===== config.mk =====
export PLATFORM = sky130hd
export DESIGN_NAME = regfile_dump_reader_flat
export DESIGN_NICKNAME = d
export VERILOG_FILES = /design/src/rtl/regfile_dump_reader_if.sv /design/src/rtl/regfile_dump_reader.sv /design/src/flat_wrapper.sv
export SDC_FILE = /design/constraint.sdc
export NUM_CORES = 1
export LEC_CHECK = 0
export ABC_AREA = 1
export CAP_MARGIN = 20
export CORE_AREA = 3 3 126 128
export DETAILED_ROUTE_END_ITERATION = 7
export DIE_AREA = 0 0 129 131
export GPL_TIMING_DRIVEN = 0
export RECOVER_POWER = 100
export REMOVE_ABC_BUFFERS = 1
export SLEW_MARGIN = 20
export SYNTH_ARGS = -nofsm -noshare
export SYNTH_HDL_FRONTEND = slang
export SYNTH_SLANG_ARGS = --single-unit

===== constraint.sdc =====
create_clock -name CLK -period 2.4 [get_ports CLK]
set_clock_uncertainty 0.2 [all_clocks]
set_input_delay 0.72 -clock CLK [delete_from_list [all_inputs] [get_ports CLK]]
set_output_delay 0.72 -clock CLK [all_outputs]
set_load 0.1 [all_outputs]

===== src/rtl/regfile_dump_reader_if.sv =====
// Bundle of the register-file read ports and the outgoing valid/ready beat stream.
// master = dump reader, slave = register file plus downstream consumer.
interface regfile_dump_reader_if #(
   parameter int DATA_WIDTH = 32,
   parameter int ADDR_WIDTH = 5
);
   logic [ADDR_WIDTH-1:0] A1;
   logic [ADDR_WIDTH-1:0] A2;
   logic [DATA_WIDTH-1:0] RD1;
   logic [DATA_WIDTH-1:0] RD2;
   // Beat transfers on a rising edge with OUT_VALID & OUT_READY; once raised,
   // OUT_VALID/OUT_DATA/OUT_ADDR hold until that handshake (ABORT/reset excepted),
   // and OUT_VALID never depends on OUT_READY.
   logic                  OUT_VALID;
   logic                  OUT_READY;
   logic [DATA_WIDTH-1:0] OUT_DATA;
   logic [ADDR_WIDTH-1:0] OUT_ADDR;

   modport master (
      output A1, A2, OUT_VALID, OUT_DATA, OUT_ADDR,
      input  RD1, RD2, OUT_READY
   );

   modport slave (
      input  A1, A2, OUT_VALID, OUT_DATA, OUT_ADDR,
      output RD1, RD2, OUT_READY
   );
endinterface


===== src/rtl/regfile_dump_reader.sv =====
// Walks every register through the two read ports a pair at a time and streams
// (index, value) beats out over valid/ready; a dump is a consistent per-pair snapshot.
module regfile_dump_reader #(
   parameter int DATA_WIDTH = 32,
   parameter int ADDR_WIDTH = 5,
   parameter int REG_COUNT  = 32
) (
   input  logic                   CLK,
   input  logic                   RST_N,
   input  logic                   START,
   input  logic                   ABORT,
   output logic                   BUSY,
   output logic                   DONE,
   output logic [2:0]             DBG_STATE,
   regfile_dump_reader_if.master  bus
);

   typedef enum logic [2:0] {
      S_IDLE    = 3'd0,
      S_READ    = 3'd1,
      S_SEND_LO = 3'd2,
      S_SEND_HI = 3'd3,
      S_DONE    = 3'd4
   } state_t;

   localparam logic [ADDR_WIDTH-1:0] LAST_IDX = ADDR_WIDTH'(REG_COUNT - 2);
   localparam logic [ADDR_WIDTH-1:0] ONE      = ADDR_WIDTH'(1);
   localparam logic [ADDR_WIDTH-1:0] TWO      = ADDR_WIDTH'(2);

   state_t                state_q, state_d;
   logic [ADDR_WIDTH-1:0] idx_q, idx_d;
   logic [ADDR_WIDTH-1:0] a1_q, a1_d;
   logic [ADDR_WIDTH-1:0] a2_q, a2_d;
   logic [DATA_WIDTH-1:0] buf_lo_q, buf_lo_d;
   logic [DATA_WIDTH-1:0] buf_hi_q, buf_hi_d;

   always_ff @(posedge CLK or negedge RST_N) begin
      if (!RST_N) begin
         state_q  <= S_IDLE;
         idx_q    <= '0;
         a1_q     <= '0;
         a2_q     <= '0;
         buf_lo_q <= '0;
         buf_hi_q <= '0;
      end else begin
         state_q  <= state_d;
         idx_q    <= idx_d;
         a1_q     <= a1_d;
         a2_q     <= a2_d;
         buf_lo_q <= buf_lo_d;
         buf_hi_q <= buf_hi_d;
      end
   end

   always_comb begin
      state_d  = state_q;
      idx_d    = idx_q;
      buf_lo_d = buf_lo_q;
      buf_hi_d = buf_hi_q;
      if (ABORT && state_q != S_IDLE) begin
         state_d = S_IDLE;
         idx_d   = '0;
      end else begin
         case (state_q)
            S_IDLE: begin
               if (START && !ABORT) begin
                  state_d = S_READ;
                  idx_d   = '0;
               end
            end
            S_READ: begin
               // The pair's snapshot point: whatever RD shows at this edge.
               buf_lo_d = bus.RD1;
               buf_hi_d = bus.RD2;
               state_d  = S_SEND_LO;
            end
            S_SEND_LO: begin
               if (bus.OUT_READY) state_d = S_SEND_HI;
            end
            S_SEND_HI: begin
               if (bus.OUT_READY) begin
                  if (idx_q == LAST_IDX) begin
                     state_d = S_DONE;
                     idx_d   = '0;
                  end else begin
                     state_d = S_READ;
                     idx_d   = idx_q + TWO;
                  end
               end
            end
            S_DONE:  state_d = S_IDLE;
            default: begin
               state_d = S_IDLE;
               idx_d   = '0;
            end
         endcase
      end
   end

   // Addresses are registered off the next index so they stay steady for the whole pair.
   always_comb begin
      a1_d = '0;
      a2_d = '0;
      if (state_d == S_READ || state_d == S_SEND_LO || state_d == S_SEND_HI) begin
         a1_d = idx_d;
         a2_d = idx_d + ONE;
      end
   end

   always_comb begin
      BUSY         = (state_q != S_IDLE);
      DONE         = (state_q == S_DONE);
      bus.OUT_VALID = 1'b0;
      bus.OUT_DATA  = '0;
      bus.OUT_ADDR  = '0;
      case (state_q)
         S_SEND_LO: begin
            bus.OUT_VALID = 1'b1;
            bus.OUT_DATA  = buf_lo_q;
            bus.OUT_ADDR  = idx_q;
         end
         S_SEND_HI: begin
            bus.OUT_VALID = 1'b1;
            bus.OUT_DATA  = buf_hi_q;
            bus.OUT_ADDR  = idx_q + ONE;
         end
         default: ;
      endcase
   end

   assign bus.A1    = a1_q;
   assign bus.A2    = a2_q;
   assign DBG_STATE = state_q;

endmodule


===== src/flat_wrapper.sv =====
// flat-port wrapper written by rule: the top's interface ports become plain ports
module regfile_dump_reader_flat 
#(
   parameter int DATA_WIDTH = 32,
   parameter int ADDR_WIDTH = 5,
   parameter int REG_COUNT  = 32
)
  (CLK, RST_N, START, ABORT, BUSY, DONE, DBG_STATE, bus_A1, bus_A2, bus_OUT_VALID, bus_OUT_DATA, bus_OUT_ADDR, bus_RD1, bus_RD2, bus_OUT_READY);
  regfile_dump_reader_if #(.DATA_WIDTH(DATA_WIDTH), .ADDR_WIDTH(ADDR_WIDTH)) bus_i ();
  input  logic CLK;
  input  logic RST_N;
  input  logic START;
  input  logic ABORT;
  output logic BUSY;
  output logic DONE;
  output logic [2:0] DBG_STATE;
  output wire logic [$bits(bus_i.A1)-1:0] bus_A1;
  output wire logic [$bits(bus_i.A2)-1:0] bus_A2;
  output wire logic [$bits(bus_i.OUT_VALID)-1:0] bus_OUT_VALID;
  output wire logic [$bits(bus_i.OUT_DATA)-1:0] bus_OUT_DATA;
  output wire logic [$bits(bus_i.OUT_ADDR)-1:0] bus_OUT_ADDR;
  input wire logic [$bits(bus_i.RD1)-1:0] bus_RD1;
  input wire logic [$bits(bus_i.RD2)-1:0] bus_RD2;
  input wire logic [$bits(bus_i.OUT_READY)-1:0] bus_OUT_READY;
  assign bus_A1 = bus_i.A1;
  assign bus_A2 = bus_i.A2;
  assign bus_OUT_VALID = bus_i.OUT_VALID;
  assign bus_OUT_DATA = bus_i.OUT_DATA;
  assign bus_OUT_ADDR = bus_i.OUT_ADDR;
  assign bus_i.RD1 = bus_RD1;
  assign bus_i.RD2 = bus_RD2;
  assign bus_i.OUT_READY = bus_OUT_READY;
  regfile_dump_reader #(.DATA_WIDTH(DATA_WIDTH), .ADDR_WIDTH(ADDR_WIDTH), .REG_COUNT(REG_COUNT)) u_core (.CLK(CLK), .RST_N(RST_N), .START(START), .ABORT(ABORT), .BUSY(BUSY), .DONE(DONE), .DBG_STATE(DBG_STATE), .bus(bus_i));
endmodule

==> impl_metrics.csv, run 1 <==
group,metric,value,unit
worst_hold_path,hold_path_depth,1,
timing,fin_crit,2.66,ns
drt,routedWlPerCell,17.3,µm
timing,drv_slew,0,
floorplan,die_y,131,µm
setup_path,crit_arrival,1.74,ns
placed_design,placed_cells,603,
floorplan,coreArea,15000,µm²
finish,syn_to_final_growth,76.1,%
placed_design,numPortBuffers,121,
drt,antenna_left,0,
floorplan,num_rows,45,
pwr,power.leakage,2.89,nW
clock_tree,hold_buffers,0,
setup_path,worst-path-max-fanout,8,
flow_run,maxCapViolations,0,
yosys,synth_top_area_cell,"dfrtp_1",
floorplan,initial_utilization,0.246,
yosys,async_reset_ff_frac,1.00,
yosys,yosysSeqAreaShare,0.557,
floorplan,dieArea,16900,µm²
clock_tree,clock_path_buffers,2,
setup_path,worstSetupStartpointType,"flip-flop",
setup_path,timing.rr.start,"u_core.DBG_STATE[0]$_DFF_PN0_",
drt,wl_met1,4.55,mm
drt,drt_first_pass_iters,4,
worst_hold_path,hold_class,"reg2reg",
clock_tree,clkTransAtPathRegs,0.06,ns
yosys,synth.avg_cell_area,12.2,µm²
finish,nFillCells,1368,
setup_path,rr_endpoint,"u_core.bus.A2[4]$_DFF_PN0_",
drt,drtIter0Drc,49,
timing,fmax,375,MHz
global_routing,grt_usage,0.123,
placed_design,place_congestion,0.857,
finish,diodes,0,
yosys,ys_types,27,
clock_tree,clock_sinks,82,
worst_hold_path,hold_start,"u_core.buf_lo_q[3]$_DFFE_PN0P_",
setup_path,critPathRequiredTime,1.48,ns
yosys,yosysTopAreaCellShare,0.557,
placed_design,hpwl,6.75,mm
yosys,synth.most_common_cell,"dfrtp_1",
yosys,yosys-top-cells-area,"dfrtp_1, mux2_1, a22o_1, nand2_1, inv_1",
clock_tree,cts-root-buf,"clkbuf_16",
floorplan,die_w,129,µm
global_routing,overflow,0,
global_routing,grt_pass1_wl,15.9,mm
yosys,yosys-top-cells-count,"dfrtp_1, mux2_1, a22o_1",
timing,min_period_over_period,1.11,
timing,whs,0.294,ns
status,violations,"negative setup slack",
drt,drt-total-wl,11.1,mm
global_routing,grt_antenna_before_repair,0,
yosys,synth-warning-count,0,
timing,worst_pin_slew,0.917,ns
drt,dr_wl_met3,588,µm
drt,vias,2902,
pwr,p_seq_frac,0.231,
timing,setup_slack,-0.265,ns
pwr,vdd_ir_drop_max,652,µV
finish,finalNonFillerCells,646,
timing,hold_viol,0,
drt,drc,0,
floorplan,io_pins,122,
drt,top_layer_used,"met4",
yosys,ys.flop_type,"dfrtp_1",
drt,via_per_inst,4.49,
finish,nets,527,
timing,slew_headroom,0.389,
pwr,p_clk_frac,0.148,
yosys,syn-cell-area,3680,µm²
global_routing,grt_pass1_vias,2992,
placed_design,place_ws,-1.82,ns
pwr,switchingPower,4.87,mW
pwr,pwr-share-comb,0.621,
timing,setup_violations,39,
yosys,syn-instance-count,303,
timing,rsz0062_at_grt,"yes",
status,status,"complete, but fails checks",
pwr,p_int,5.61,mW
timing,setup_tns,-7.69,ns
finish,drive_gt1_frac,0.347,
pwr,sw_frac_of_total,0.464,
clock_tree,htree_num_levels,3,
yosys,synth_edf_count,0,
global_routing,grt_max_degree,48,
setup_path,path_class,"reg2out",
clock_tree,insertion_delay,0.34,ns
yosys,ys_ff_latch,82,
setup_path,ff2ff_path_depth,15,
setup_path,cp-end-kind,"output port",
clock_tree,cts_tree,"yes",
drt,wl_met2,5.86,mm
setup_path,r2r_slack,0.01,ns
clock_tree,numCtsBuffers,9,
pwr,power.density,1620,nW/µm²
worst_hold_path,hold_end,"u_core.buf_lo_q[3]$_DFFE_PN0P_",
## repair_timing
item                                   in CTS  in global routing
cloned                                      1                  3
setup buffers                              10                 14
resized for setup                         410                 48
endpoints found under the hold margin       0                  0
setup endpoints to repair                 119                105
pin swaps                                  14                 15
## metrics by stage
step                       util  instance area, µm²  power [mW]
after floorplan               -                3620        5.99
after global placement    0.338                5070        7.11
after detailed placement  0.344                5150        7.28
after CTS                 0.405                6070        9.96
after global routing      0.433                6490        11.0
final                     0.433                6490        10.5
## routing by layer
layer / global-route usage / vias to the layer above
li1: - / 1371
met4: 0.0408 / 0
met1: 0.149 / 1430
met5: 0 / -
met2: 0.208 / 88
met3: 0.0394 / 13
## registers in the layout (all words and copies together) (netlist names)
signal and count:
u_core.buf_lo_q 32, u_core.DBG_STATE 3, u_core.buf_hi_q 32, u_core.bus.A2 5
u_core.bus.A1 5, u_core.idx_q 5
## layout by cell type, fill, tap and decap left out, types with 2 or more instances in the layout
| cell | n |
|---|---|
| dlygate4sd2_1 | 2 |
| a22o_1 | 7 |
| nor2_1 | 16 |
| clkdlybuf4s50_1 | 65 |
| nand2_2 | 2 |
| nor2_4 | 5 |
| nand2_1 | 24 |
| buf_4 | 19 |
| clkdlybuf4s15_2 | 10 |
| nand4_4 | 2 |
| nor2_2 | 2 |
| bufinv_16 | 3 |
| inv_2 | 5 |
| a22o_4 | 25 |
| buf_6 | 2 |
| mux2_2 | 4 |
| clkbuf_2 | 2 |
| o21ai_0 | 6 |
| nand2_4 | 3 |
| xor2_1 | 2 |
| clkbuf_16 | 11 |
| nor3_2 | 2 |
| clkinv_4 | 2 |
| clkbuf_4 | 2 |
| mux2_1 | 59 |
| dfrtp_1 | 78 |
| buf_12 | 43 |
| o21ai_2 | 2 |
| inv_1 | 19 |
| nand3_1 | 8 |
| dfrtp_2 | 4 |
| ha_1 | 3 |
| a21oi_1 | 3 |
| buf_16 | 2 |
## worst max path at each step
stage | startpoint | end | slack, ns | cells past startpoint
6_report | u_core.DBG_STATE[1]$_DFF_PN0_ | bus_OUT_DATA[21] | -0.26 | 6
5_1_grt | u_core.DBG_STATE[2]$_DFF_PN0_ | bus_OUT_DATA[21] | -0.32 | 5
4_1_cts | u_core.DBG_STATE[0]$_DFF_PN0_ | bus_OUT_DATA[11] | -0.27 | 5
3_5_place_dp | u_core.DBG_STATE[0]$_DFF_PN0_ | bus_OUT_ADDR[1] | -1.82 | 5
3_3_place_gp | u_core.DBG_STATE[0]$_DFF_PN0_ | bus_OUT_DATA[24] | -2.76 | 3
2_1_floorplan | u_core.DBG_STATE[1]$_DFF_PN0_ | bus_OUT_ADDR[4] | -3.31 | 4
## power by group through the flow
| stage | Combinational, mW | Sequential (mW) | Clock, mW |
|---|---|---|---|
| after floorplan | 3.48 | 2.51 | 0 |
| after global placement | 4.81 | 2.30 | 0 |
| after detailed placement | 4.94 | 2.35 | 0 |
| after CTS | 6.02 | 2.33 | 1.61 |
| after global routing | 6.79 | 2.50 | 1.68 |
| final | 6.51 | 2.42 | 1.55 |
## logic make-up (layout without fill, tap and decap cells)
kind of cell               after synthesis  after routing  share of synthesized area
DFF                                     82             82                      0.557
and+or+nand+nor                         67             69                     0.0897
muxes                                   64             64                      0.196
xor gates and xnor gates                 2              2                    0.00476
adders and majority gates                4              4                     0.0136
AOI/OAI and AO/OA                       46             46                     0.0972
buffers and inverters                   38            191                     0.0418
## layout make-up
| class | count | area (µm²) | area share |
|---|---|---|---|
| flip-flops and latches | 82 | 2060 | 0.317 |
| repair buffers | 151 | 1960 | 0.302 |
| multi-input cells | 185 | 1800 | 0.278 |
| well taps | 188 | 235 | 0.0363 |
| clock buffers | 10 | 229 | 0.0353 |
| clock inverters | 5 | 104 | 0.0160 |
| inverters | 25 | 98.8 | 0.0152 |
## worst max-delay path, stage by stage (launching register included)
cell and delay, ns:
dfrtp_2 0.45, clkinv_4 0.09, nor3_4 0.16, buf_12 0.18, buf_16 0.15, a22o_1 0.18, buf_12 0.18
Power figures use the tool's default switching activity.
==> inputs of run 2 (changes only) <==
--- a/config.mk
+++ b/config.mk
@@ -10,10 +10,10 @@
 export CORE_AREA = 3 3 126 128
 export DETAILED_ROUTE_END_ITERATION = 7
 export DIE_AREA = 0 0 129 131
+export GPL_ROUTABILITY_DRIVEN = 0
 export GPL_TIMING_DRIVEN = 0
 export RECOVER_POWER = 100
 export REMOVE_ABC_BUFFERS = 1
-export SLEW_MARGIN = 20
 export SYNTH_ARGS = -nofsm -noshare
 export SYNTH_HDL_FRONTEND = slang
 export SYNTH_SLANG_ARGS = --single-unit
==> run 2 against run 1 <==
Clock power about the same. Critical path depth decreased by 1. Total power increased by 1.1%. Final area increased by 1.3%. Worst setup slack improved by 0.031 ns. Count of clock-buffer cells in the layout increased by 2. The run still ends with negative setup slack left. Fmax increased by 1.2%.
==> impl_metrics.csv, run 2 (synthesis gave the netlist of run 1 again) <==
group,metric,value,unit
status,status,"complete, but fails checks",
status,violations,"negative setup slack",
floorplan,coreArea,15000,µm²
drt,via_per_inst,4.55,
timing,drv_slew,0,
drt,antenna_left,0,
setup_path,path_class,"reg2out",
global_routing,grt_pass1_vias,3114,
setup_path,critical_path_buf_inv_count,3,
setup_path,ff2ff_path_depth,7,
pwr,p_total,10.6,mW
pwr,p_int,5.70,mW
drt,vias,2943,
drt,drc,0,
setup_path,worstSetupStartpointType,"flip-flop",
floorplan,dieArea,16900,µm²
timing,hold_viol,0,
setup_path,cp-end-kind,"output port",
worst_hold_path,hold_path_depth,1,
clock_tree,htree_num_levels,3,
pwr,p_clk_frac,0.149,
setup_path,cp_top_family,"buffers and inverters",
finish,drive_gt1_frac,0.375,
clock_tree,numCtsBuffers,9,
timing,slew_headroom,0.400,
clock_tree,insertion_delay,0.33,ns
global_routing,grt_antenna_before_repair,0,
floorplan,io_pins,122,
timing,fmax,380,MHz
finish,syn_to_final_growth,78.5,%
global_routing,grt_usage,0.130,
global_routing,grt_max_degree,48,
finish,utilization,0.439,
timing,fin_crit,2.63,ns
drt,drtIter0Drc,98,
global_routing,grt_pass1_wl,16.8,mm
pwr,vdd_ir_drop_max,645,µV
floorplan,die_w,129,µm
pwr,power.density,1610,nW/µm²
setup_path,critPathRequiredTime,1.48,ns
clock_tree,cts_tree,"yes",
placed_design,hpwl,6.68,mm
drt,drt_first_pass_iters,4,
clock_tree,clkTransAtPathRegs,0.06,ns
pwr,sw_frac_of_total,0.462,
clock_tree,cts-root-buf,"clkbuf_16",
setup_path,worst-path-max-fanout,5,
finish,nets,527,
clock_tree,clock_sinks,82,
timing,worst_pin_slew,0.899,ns
setup_path,critPathSlowestCell,"dfrtp_2",
clock_tree,clock_path_buffers,2,
finish,mostFrequentLayoutCell,"dfrtp_1",
timing,rsz0062_at_grt,"yes",
finish,layout_common_cells,"dfrtp_1, clkdlybuf4s50_1, mux2_1",
finish,largest_registers,"u_core.buf_hi_q (32), u_core.buf_lo_q (32)",
timing,min_period_over_period,1.10,
setup_path,crit_arrival,1.71,ns
setup_path,rr_endpoint,"u_core.buf_lo_q[30]$_DFFE_PN0P_",
setup_path,startpoint,"u_core.DBG_STATE[2]$_DFF_PN0_",
floorplan,initial_utilization,0.246,
placed_design,numPortBuffers,121,
setup_path,cp.depth,5,
pwr,switchingPower,4.89,mW
timing,setup_slack,-0.234,ns
setup_path,crit_chain,"nor3_4 > buf_6 > buf_16 > a22o_1 > buf_12",
worst_hold_path,hold_class,"reg2reg",
worst_hold_path,hold_end,"u_core.buf_lo_q[16]$_DFFE_PN0P_",
finish,nFillCells,1354,
pwr,power.leakage,2.93,nW
setup_path,max_stage_delay,0.46,ns
timing,setup_violations,37,
floorplan,die_y,131,µm
timing,setup_tns,-7.08,ns
pwr,pwr-share-comb,0.623,
global_routing,overflow,0,
pwr,p_seq_frac,0.228,
floorplan,num_rows,45,
drt,routedWlPerCell,17.3,µm
flow_run,maxCapViolations,0,
setup_path,r2r_slack,0.11,ns
drt,drt-total-wl,11.2,mm
worst_hold_path,hold_start,"u_core.buf_lo_q[16]$_DFFE_PN0P_",
setup_path,timing.rr.start,"u_core.DBG_STATE[0]$_DFF_PN0_",
finish,diodes,0,
[run 2: area by class of cell]
cell class,instances,area [µm²],share of cell area
clock buffers,12,246,0.0375
clock inverters,4,98.8,0.0150
inverters,25,98.8,0.0150
multi-input cells,185,1880,0.285
flip-flops and latches,82,2060,0.313
well taps,188,235,0.0358
repair buffers,151,1960,0.298
[run 2: routing by layer]
layer / wire length, µm / global-route usage / up-vias
met2: 5990 / 0.225 / 87
li1: - / - / 1361
met4: 145 / 0.0432 / 0
met5: 0 / 0 / -
met1: 4480 / 0.151 / 1483
met3: 604 / 0.0419 / 12
[run 2: repair_timing]
action,in CTS,in global routing
pin swaps,8,11
gates resized for setup,423,57
hold endpoints to repair,0,0
setup endpoints to repair,110,81
hold buffers,0,0
setup buffers,16,8
gates cloned,2,3
[run 2: power by group through the flow]
stage                     clock, mW  sequential, mW  combinational [mW]
final                          1.58            2.42                6.60
after detailed placement          0            2.35                4.94
after floorplan                   0            2.51                3.48
after CTS                      1.65            2.34                6.10
after global placement            0            2.30                4.81
after global routing           1.72            2.50                6.87
[run 2: worst register-to-register path, delay by kind of cell (launching register included)]
kind          cells  cell delay [ns]
flops             1             0.47
buf+inv           2             0.47
simple gates      4             0.68
mux               1             0.37
[run 2: how the worst max path moves through the flow]
stage                             to  slack (ns)
floorplan            bus_OUT_ADDR[4]       -3.31
CTS                 bus_OUT_DATA[20]       -0.32
global placement    bus_OUT_DATA[24]       -2.76
finish              bus_OUT_DATA[16]       -0.23
detailed placement   bus_OUT_ADDR[0]       -1.81
global route        bus_OUT_DATA[10]       -0.31
[run 2: through the flow]
step	instance area, µm²	std cells	hold WS [ns]	setup slack [ns]
2_1_floorplan	3620	290	0.224	-3.31
5_1_grt	6570	647	0.313	-0.307
4_1_cts	6170	636	0.150	-0.320
6_report	6570	647	0.291	-0.234
3_5_place_dp	5150	602	0.282	-1.81
3_3_place_gp	5070	599	0.275	-2.76
